===== config.mk =====
export PLATFORM = sky130hd
export DESIGN_NAME = ipv4_tx_arbiter_flat
export DESIGN_NICKNAME = d
export VERILOG_FILES = /design/src/rtl/ipv4_tx_arbiter_if.sv /design/src/rtl/ipv4_tx_arbiter.sv /design/src/flat_wrapper.sv
export SDC_FILE = /design/constraint.sdc
export NUM_CORES = 1
export LEC_CHECK = 0
export BUFFER_PORTS_ARGS = -buffer_cell sky130_fd_sc_hd__buf_2
export CAP_MARGIN = 20
export CELL_PAD_IN_SITES_DETAIL_PLACEMENT = 0
export CELL_PAD_IN_SITES_GLOBAL_PLACEMENT = 1
export CORE_ASPECT_RATIO = 0.8
export CORE_UTILIZATION = 38
export CTS_CLUSTER_DIAMETER = 50
export DETAILED_ROUTE_END_ITERATION = 8
export HOLD_SLACK_MARGIN = 0.03
export PLACE_DENSITY = 0.85
export SETUP_SLACK_MARGIN = 0.02
export SLEW_MARGIN = 20
export SYNTH_ARGS = -nofsm -noshare
export SYNTH_HDL_FRONTEND = slang
export SYNTH_SLANG_ARGS = --single-unit

===== constraint.sdc =====
create_clock -name clk -period 2.4 [get_ports clk]
set_input_delay 0.48 -clock clk [delete_from_list [all_inputs] [get_ports clk]]
set_output_delay 0.48 -clock clk [all_outputs]
set_load 0.005 [all_outputs]

===== src/rtl/ipv4_tx_arbiter_if.sv =====
// Bundle of client-side and IPv4-layer-side signals around the TX arbiter.
// The master modport is the arbiter's view; the slave modport is the view of
// the clients and the IPv4 layer.
interface ipv4_tx_arbiter_if #(
    parameter int unsigned N = 4
);
    logic [N-1:0]   req_w;
    logic [8*N-1:0] req_code;
    logic [N-1:0]   req_acpt;
    logic [N-1:0]   cli_ack;
    logic [N-1:0]   grant;
    logic [8*N-1:0] cli_data;
    logic [N-1:0]   cli_dven;
    logic [N-1:0]   cli_error;
    logic           dn_request;
    logic [7:0]     dn_requestcode;
    logic           dn_ack;
    logic [7:0]     dn_data;
    logic           dn_dven;
    logic           dn_error;
    logic           busy;
    logic [15:0]    tocnt;

    modport master (
        input  req_w, req_code, cli_data, cli_dven, cli_error, dn_ack,
        output req_acpt, cli_ack, grant, dn_request, dn_requestcode,
        output dn_data, dn_dven, dn_error, busy, tocnt
    );

    modport slave (
        output req_w, req_code, cli_data, cli_dven, cli_error, dn_ack,
        input  req_acpt, cli_ack, grant, dn_request, dn_requestcode,
        input  dn_data, dn_dven, dn_error, busy, tocnt
    );
endinterface


===== src/rtl/ipv4_tx_arbiter.sv =====
// Round-robin arbiter sharing one IPv4 TX link between N protocol clients.
// Latches request pulses, runs the request/ack handshake for the winner and
// forwards the winner's byte stream with one cycle of latency.
module ipv4_tx_arbiter #(
    parameter int unsigned N       = 4,
    parameter int unsigned TIMEOUT = 1023,
    parameter int unsigned GAP     = 2
) (
    input logic               clk,
    input logic               reset,
    ipv4_tx_arbiter_if.master bus
);
    localparam int unsigned LW = (N > 1) ? $clog2(N) : 1;

    typedef enum logic [2:0] {
        StIdle, StArb, StReq, StWait, StData, StAbort, StGap
    } state_e;

    state_e        state_q, state_d;
    logic [N-1:0]  pending_q, pending_d;
    logic [N-1:0]  grant_q, grant_d;
    logic [LW-1:0] gidx_q, gidx_d;
    logic [LW-1:0] last_q, last_d;
    logic [7:0]    code_q, code_d;
    logic [15:0]   cnt_q, cnt_d;
    logic [15:0]   tocnt_q;
    logic [N-1:0]  req_acpt_q, cli_ack_q;
    logic [7:0]    dn_data_q;
    logic          dn_dven_q, dn_error_q;

    logic          win_found;
    logic [LW-1:0] win_idx;
    logic [LW-1:0] scan_idx;
    logic          fwd;

    // Round-robin pick: first pending index after the previous winner.
    always_comb begin
        win_found = 1'b0;
        win_idx   = '0;
        scan_idx  = '0;
        for (int unsigned k = 1; k <= N; k++) begin
            scan_idx = LW'((32'(last_q) + k) % N);
            if (!win_found && pending_q[scan_idx]) begin
                win_found = 1'b1;
                win_idx   = scan_idx;
            end
        end
    end

    // Next-state logic; cnt counts cycles spent in the current state.
    always_comb begin
        state_d   = state_q;
        pending_d = pending_q | bus.req_w;
        grant_d   = grant_q;
        gidx_d    = gidx_q;
        last_d    = last_q;
        code_d    = code_q;
        cnt_d     = cnt_q + 16'd1;
        case (state_q)
            StIdle: begin
                cnt_d = '0;
                if ((|pending_q) || (|bus.req_w)) state_d = StArb;
            end
            StArb: begin
                cnt_d = '0;
                if (win_found) begin
                    grant_d   = N'(1) << win_idx;
                    gidx_d    = win_idx;
                    last_d    = win_idx;
                    code_d    = bus.req_code[{win_idx, 3'b000} +: 8];
                    // A new pulse on the winner in this cycle survives the clear.
                    pending_d = (pending_q & ~(N'(1) << win_idx)) | bus.req_w;
                    state_d   = StReq;
                end else begin
                    state_d = StIdle;
                end
            end
            StReq: begin
                if (bus.dn_ack) begin
                    state_d = StWait;
                    cnt_d   = '0;
                end else if (cnt_q == 16'(TIMEOUT - 1)) begin
                    state_d = StAbort;
                    cnt_d   = '0;
                end
            end
            StWait: begin
                if (bus.cli_dven[gidx_q]) begin
                    state_d = StData;
                    cnt_d   = '0;
                end else if (cnt_q == 16'(TIMEOUT - 1)) begin
                    state_d = StAbort;
                    cnt_d   = '0;
                end
            end
            StData: begin
                if (!bus.cli_dven[gidx_q]) begin
                    state_d = StGap;
                    cnt_d   = '0;
                    grant_d = '0;
                    code_d  = '0;
                end
            end
            StAbort: begin
                state_d = StGap;
                cnt_d   = '0;
                grant_d = '0;
                code_d  = '0;
            end
            StGap: begin
                if (cnt_q == 16'(GAP - 1)) begin
                    state_d = StIdle;
                    cnt_d   = '0;
                end
            end
            default: begin
                state_d = StIdle;
                cnt_d   = '0;
                grant_d = '0;
            end
        endcase
    end

    assign fwd = (state_q == StWait) || (state_q == StData);

    // State, arbitration bookkeeping and registered outputs.
    always_ff @(posedge clk or negedge reset) begin
        if (!reset) begin
            state_q    <= StIdle;
            pending_q  <= '0;
            grant_q    <= '0;
            gidx_q     <= '0;
            last_q     <= LW'(N - 1);
            code_q     <= '0;
            cnt_q      <= '0;
            tocnt_q    <= '0;
            req_acpt_q <= '0;
            cli_ack_q  <= '0;
            dn_data_q  <= '0;
            dn_dven_q  <= 1'b0;
            dn_error_q <= 1'b0;
        end else begin
            state_q    <= state_d;
            pending_q  <= pending_d;
            grant_q    <= grant_d;
            gidx_q     <= gidx_d;
            last_q     <= last_d;
            code_q     <= code_d;
            cnt_q      <= cnt_d;
            req_acpt_q <= bus.req_w;
            cli_ack_q  <= (state_q == StReq && bus.dn_ack) ? grant_q : '0;
            if (state_q == StAbort && tocnt_q != 16'hFFFF) begin
                tocnt_q <= tocnt_q + 16'd1;
            end
            dn_data_q  <= fwd ? bus.cli_data[{gidx_q, 3'b000} +: 8] : 8'h00;
            dn_dven_q  <= fwd ? bus.cli_dven[gidx_q] : 1'b0;
            dn_error_q <= fwd ? bus.cli_error[gidx_q] : 1'b0;
        end
    end

    assign bus.req_acpt       = req_acpt_q;
    assign bus.cli_ack        = cli_ack_q;
    assign bus.grant          = grant_q;
    assign bus.dn_request     = (state_q == StReq);
    assign bus.dn_requestcode = code_q;
    assign bus.dn_data        = dn_data_q;
    assign bus.dn_dven        = dn_dven_q;
    assign bus.dn_error       = dn_error_q;
    assign bus.busy           = (state_q != StIdle);
    assign bus.tocnt          = tocnt_q;
endmodule


===== src/flat_wrapper.sv =====
// flat-port wrapper written by rule: the top's interface ports become plain ports
module ipv4_tx_arbiter_flat 
#(
    parameter int unsigned N       = 4,
    parameter int unsigned TIMEOUT = 1023,
    parameter int unsigned GAP     = 2
)
  (clk, reset, bus_req_w, bus_req_code, bus_cli_data, bus_cli_dven, bus_cli_error, bus_dn_ack, bus_req_acpt, bus_cli_ack, bus_grant, bus_dn_request, bus_dn_requestcode, bus_dn_data, bus_dn_dven, bus_dn_error, bus_busy, bus_tocnt);
  ipv4_tx_arbiter_if #(.N(N)) bus_i ();
  input logic clk;
  input logic reset;
  input wire logic [$bits(bus_i.req_w)-1:0] bus_req_w;
  input wire logic [$bits(bus_i.req_code)-1:0] bus_req_code;
  input wire logic [$bits(bus_i.cli_data)-1:0] bus_cli_data;
  input wire logic [$bits(bus_i.cli_dven)-1:0] bus_cli_dven;
  input wire logic [$bits(bus_i.cli_error)-1:0] bus_cli_error;
  input wire logic [$bits(bus_i.dn_ack)-1:0] bus_dn_ack;
  output wire logic [$bits(bus_i.req_acpt)-1:0] bus_req_acpt;
  output wire logic [$bits(bus_i.cli_ack)-1:0] bus_cli_ack;
  output wire logic [$bits(bus_i.grant)-1:0] bus_grant;
  output wire logic [$bits(bus_i.dn_request)-1:0] bus_dn_request;
  output wire logic [$bits(bus_i.dn_requestcode)-1:0] bus_dn_requestcode;
  output wire logic [$bits(bus_i.dn_data)-1:0] bus_dn_data;
  output wire logic [$bits(bus_i.dn_dven)-1:0] bus_dn_dven;
  output wire logic [$bits(bus_i.dn_error)-1:0] bus_dn_error;
  output wire logic [$bits(bus_i.busy)-1:0] bus_busy;
  output wire logic [$bits(bus_i.tocnt)-1:0] bus_tocnt;
  assign bus_i.req_w = bus_req_w;
  assign bus_i.req_code = bus_req_code;
  assign bus_i.cli_data = bus_cli_data;
  assign bus_i.cli_dven = bus_cli_dven;
  assign bus_i.cli_error = bus_cli_error;
  assign bus_i.dn_ack = bus_dn_ack;
  assign bus_req_acpt = bus_i.req_acpt;
  assign bus_cli_ack = bus_i.cli_ack;
  assign bus_grant = bus_i.grant;
  assign bus_dn_request = bus_i.dn_request;
  assign bus_dn_requestcode = bus_i.dn_requestcode;
  assign bus_dn_data = bus_i.dn_data;
  assign bus_dn_dven = bus_i.dn_dven;
  assign bus_dn_error = bus_i.dn_error;
  assign bus_busy = bus_i.busy;
  assign bus_tocnt = bus_i.tocnt;
  ipv4_tx_arbiter #(.N(N), .TIMEOUT(TIMEOUT), .GAP(GAP)) u_core (.clk(clk), .reset(reset), .bus(bus_i));
endmodule

==> results.md <==
* 39.8% — Starting Density
* 0 — antenna diode count
* 89.2% — share of the clock period used by the worst path
* 36.3% — share of layout cells above drive strength 1
* 2899 — via count of the first global-routing pass
* 0 — max-cap violations
* 0.286 ns — pre-CTS worst setup slack
* 0 — GR Overflow Total
* 0.647 mV — worst ir drop on vdd
* 5.14 — vias per inst
* 52.2% — core occupancy in the finished layout
* sky130_fd_sc_hd__dfrtp_1 48%, sky130_fd_sc_hd__mux4_2 6.1%, sky130_fd_sc_hd__mux2i_1 4.6% — biggest area contributors in the synthesized netlist
* false — RSZ-0062 raised after global routing
* 126 — count of input and output buffers
* 6580 um — post-DP HPWL
* 31 — number of rows created at floorplan
* 49.8% — fraction of the yosys area taken by sequential cells
* 2.36 ns — arrival time of the worst setup path
* 0 — number of flops mapped to enable cells by yosys
* 73 — number of synthesized register bits
* 0 — final hold violation count
* 18.0% — overall track demand over capacity in global routing
* 8 — length of the first detailed-routing pass in iterations
* 48.4% — area share of the largest cell type after synthesis
* 26.4% — proportion of power drawn by the clock network
* sky130_fd_sc_hd__clkbuf_16 — Root Driver
* 423 — Syn Nets
* 1770 um2 — total area of multi-input combinational cells
* 0.00617 ns — Max Clock Skew
* 10.8 um2 — Mapped Avg Cell Area
* 0.00329 W — internal power summed over all cells
* 0.467 GHz — Max Clock Freq
* 564 — Post-layout nets
* sky130_fd_sc_hd__buf_2 — most common cell after layout, fill and taps aside
* 10100 um2 — floorplan die area
* 0 ns — TNS Setup
* 600 — final instance count without filler cells
* 49 — Distinct cells, synth
* 2 — maximum root-to-sink buffer count
* 0.787 — final weighted congestion in routability-driven placement
* 34.6% — sequential power share
* reg2reg — path type of the worst setup path
* sky130_fd_sc_hd__dfrtp_1 — biggest area consumer among synthesized cells
* 127 — I/O pins
* 0.00168 W — net load switching power
* 0.772 ns — transition time of the tightest slew-check pin
* 43 — pin count of the biggest net entering global routing
* 100% — proportion of synthesized flip-flops having asynchronous set or reset
* 0 — total of endpoints with negative setup slack in the final report
* 0.26 ns — Register-to-Register Setup Slack
* u_core.pending_q[2] — capture instance of the worst register-to-register path
* bus_req_w[1] — Worst Min Path Start
* 3085 — total via count in the routed design
* 89.9 um — die outline height
* 0 — residual antenna-violating net count after detailed routing
* 0.33 ns — source-to-sink clock delay at the later pin of the worst-skew pair
* u_core.pending_q[3] — CP Launch Point
* 48.1% — Slew HR
* 126 x sky130_fd_sc_hd__buf_2, 71 x sky130_fd_sc_hd__dfrtp_1, 37 x sky130_fd_sc_hd__nand2_1 — top library cells by usage in the layout, fill and taps aside
* u_core.bus.req_acpt[1] — Hold EP
* 2.37 nW — static leakage
* 8750 um — aggregate routed wire length
* 14300 um — first-pass GRT wire length
* 2.14 ns — Tmin final
* in2reg — type of the worst min-delay path
* 9 — number of CTS-inserted buffers
* flip-flop — kind of end point of the critical path
* 3 — H-tree depth reported by CTS
* 31.3% — area growth from synthesis to layout
* 819 — filler cell count
* 0.05 ns — clock input transition at the sequential cells of the worst setup and hold paths
* sky130_fd_sc_hd__dfrtp_1 — top_reg_cell synth
* 271 — violation count after the first detailed-routing iteration
* 8 — number of design rule violations left after detail routing
* 0 — count of warnings emitted by yosys
* 33.8% — net switching share of the total power
* 14.6 um — wire length per cell after detailed routing
* 13 — crit path max fanout
* 0.260 ns — final worst setup slack
* 1030 nW/um2 — Cell Pwr Density
* built — CTS tree
* flip-flop — critical path startpoint category
* 0 — setup bufs post-CTS
* 5 — r2r worst-path depth
* 584 — number of placed instances with taps included
* 112 um — chip width
* 39.0% — part of the power in combinational logic
* 9230 um2 — core area
* design-rule violations — violations in the final reports
* 0 — number of antenna violations at the first check in global routing
* u_core.pending_q[3] — reg-to-reg critical path startpoint
* complete, but fails checks — run status
* 3670 um2 — netlist area before placement
* 1830 um2 — sequential cell area in the final layout
* 73 — Clock Sinks
* 340 — synthesized instance count
* 2.61 ns — worst path required time
* 1 — instance count along the most critical hold path
* 0 — pins over their slew limit
critical path: stages, from the launching register on:
cell and delay [ns]:
sky130_fd_sc_hd__dfrtp_1 0.46, sky130_fd_sc_hd__o41ai_2 0.17, sky130_fd_sc_hd__or3_1 0.40, sky130_fd_sc_hd__or4_4 0.54, sky130_fd_sc_hd__or2_1 0.27, sky130_fd_sc_hd__a21o_1 0.19
per-layer routing:
| layer | wire [um] | vias to the layer above | GRT usage [%] |
|---|---|---|---|
| li1 | - | 1494 | - |
| met1 | 4000 | 1468 | 24.4 |
| met2 | 4160 | 104 | 27.7 |
| met3 | 421 | 19 | 4.38 |
| met4 | 163 | 0 | 6.87 |
| met5 | 0 | - | 0 |
through the flow:
| step | area [um2] | hold slack, ns | power, W |
|---|---|---|---|
| after floorplan | 3670 | 0.184 | 0.00299 |
| after global placement | 4500 | 0.306 | 0.00364 |
| after detailed placement | 4500 | 0.305 | 0.00369 |
| after CTS | 4810 | 0.282 | 0.00502 |
| after global routing | 4820 | 0.291 | 0.00531 |
| final | 4820 | 0.291 | 0.00498 |
power groups by stage:
stage | Clock [W] | Combinational, W | Sequential (W)
finish | 0.00131 | 0.00194 | 0.00172
global route | 0.00139 | 0.00216 | 0.00176
CTS | 0.00135 | 0.00196 | 0.00172
detailed placement | 0 | 0.00195 | 0.00174
global placement | 0 | 0.00191 | 0.00173
floorplan | 0 | 0.00127 | 0.00172
cell usage after synthesis, drive strengths merged, types with 2 or more instances:
cell    number
or4          2
nand2b       7
and2         6
nor3         7
ha           4
nor2b       11
inv          8
mux4        10
buf          6
or2          2
a31oi        3
xnor2       13
nand3       11
nor2        36
nand2       37
o21ai        9
o221ai       9
dfrtp       71
and3         3
xor2        15
nor4         5
dfstp        2
clkbuf       4
nand4        7
a21o         4
a21oi       13
mux2i       17
cell type report:
type	instances	share of cell area (%)
Clock buffer	12	5.32
Multi-Input combinational cell	249	36.7
Sequential cell	73	38.0
Inverter	8	0.623
Timing Repair Buffer	140	15.6
Clock inverter	3	0.831
Tap cell	115	2.99
worst max path at each step:
stage,cells past startpoint,endpoint,slack (ns)
after CTS,5,u_core.pending_q[2],0.27
after global placement,5,u_core.cnt_q[11],0.40
after detailed placement,5,u_core.pending_q[2],0.29
final,5,u_core.pending_q[2],0.26
after floorplan,8,u_core.cnt_q[10],0.46
after global routing,5,u_core.pending_q[2],0.17
registers in the layout (all words and copies together), names as in the netlist:
name	count
u_core.bus.dn_requestcode	8
u_core.cnt_q	16
u_core.bus.req_acpt	4
u_core.pending_q	4
u_core.bus.cli_ack	4
u_core.bus.dn_error	1
u_core.state_q	3
u_core.bus.tocnt	16
u_core.last_q	2
u_core.bus.grant	4
u_core.bus.dn_data	8
u_core.gidx_q	2
u_core.bus.dn_dven	1
kinds of logic (layout without fill, tap and decap cells):
logic type,after synthesis,after routing,share of synthesized area [%]
XOR/XNOR,28,28,6.68
buffers and inverters,18,163,2.22
multiplexers,28,28,11.1
AO/OA/AOI/OAI,49,49,9.54
AND/OR/NAND/NOR,140,140,19.3
flip-flops,73,73,49.8
adder cells (fa/ha/maj),4,4,1.36
what timing repair did:
item | in CTS | in global routing
gates resized for setup | 0 | 1
endpoints found under the hold margin | 3 | 0
setup endpoints to repair | 0 | 1
hold buffers | 1 | 0
Note: power is estimated with default switching activity, not from simulation.
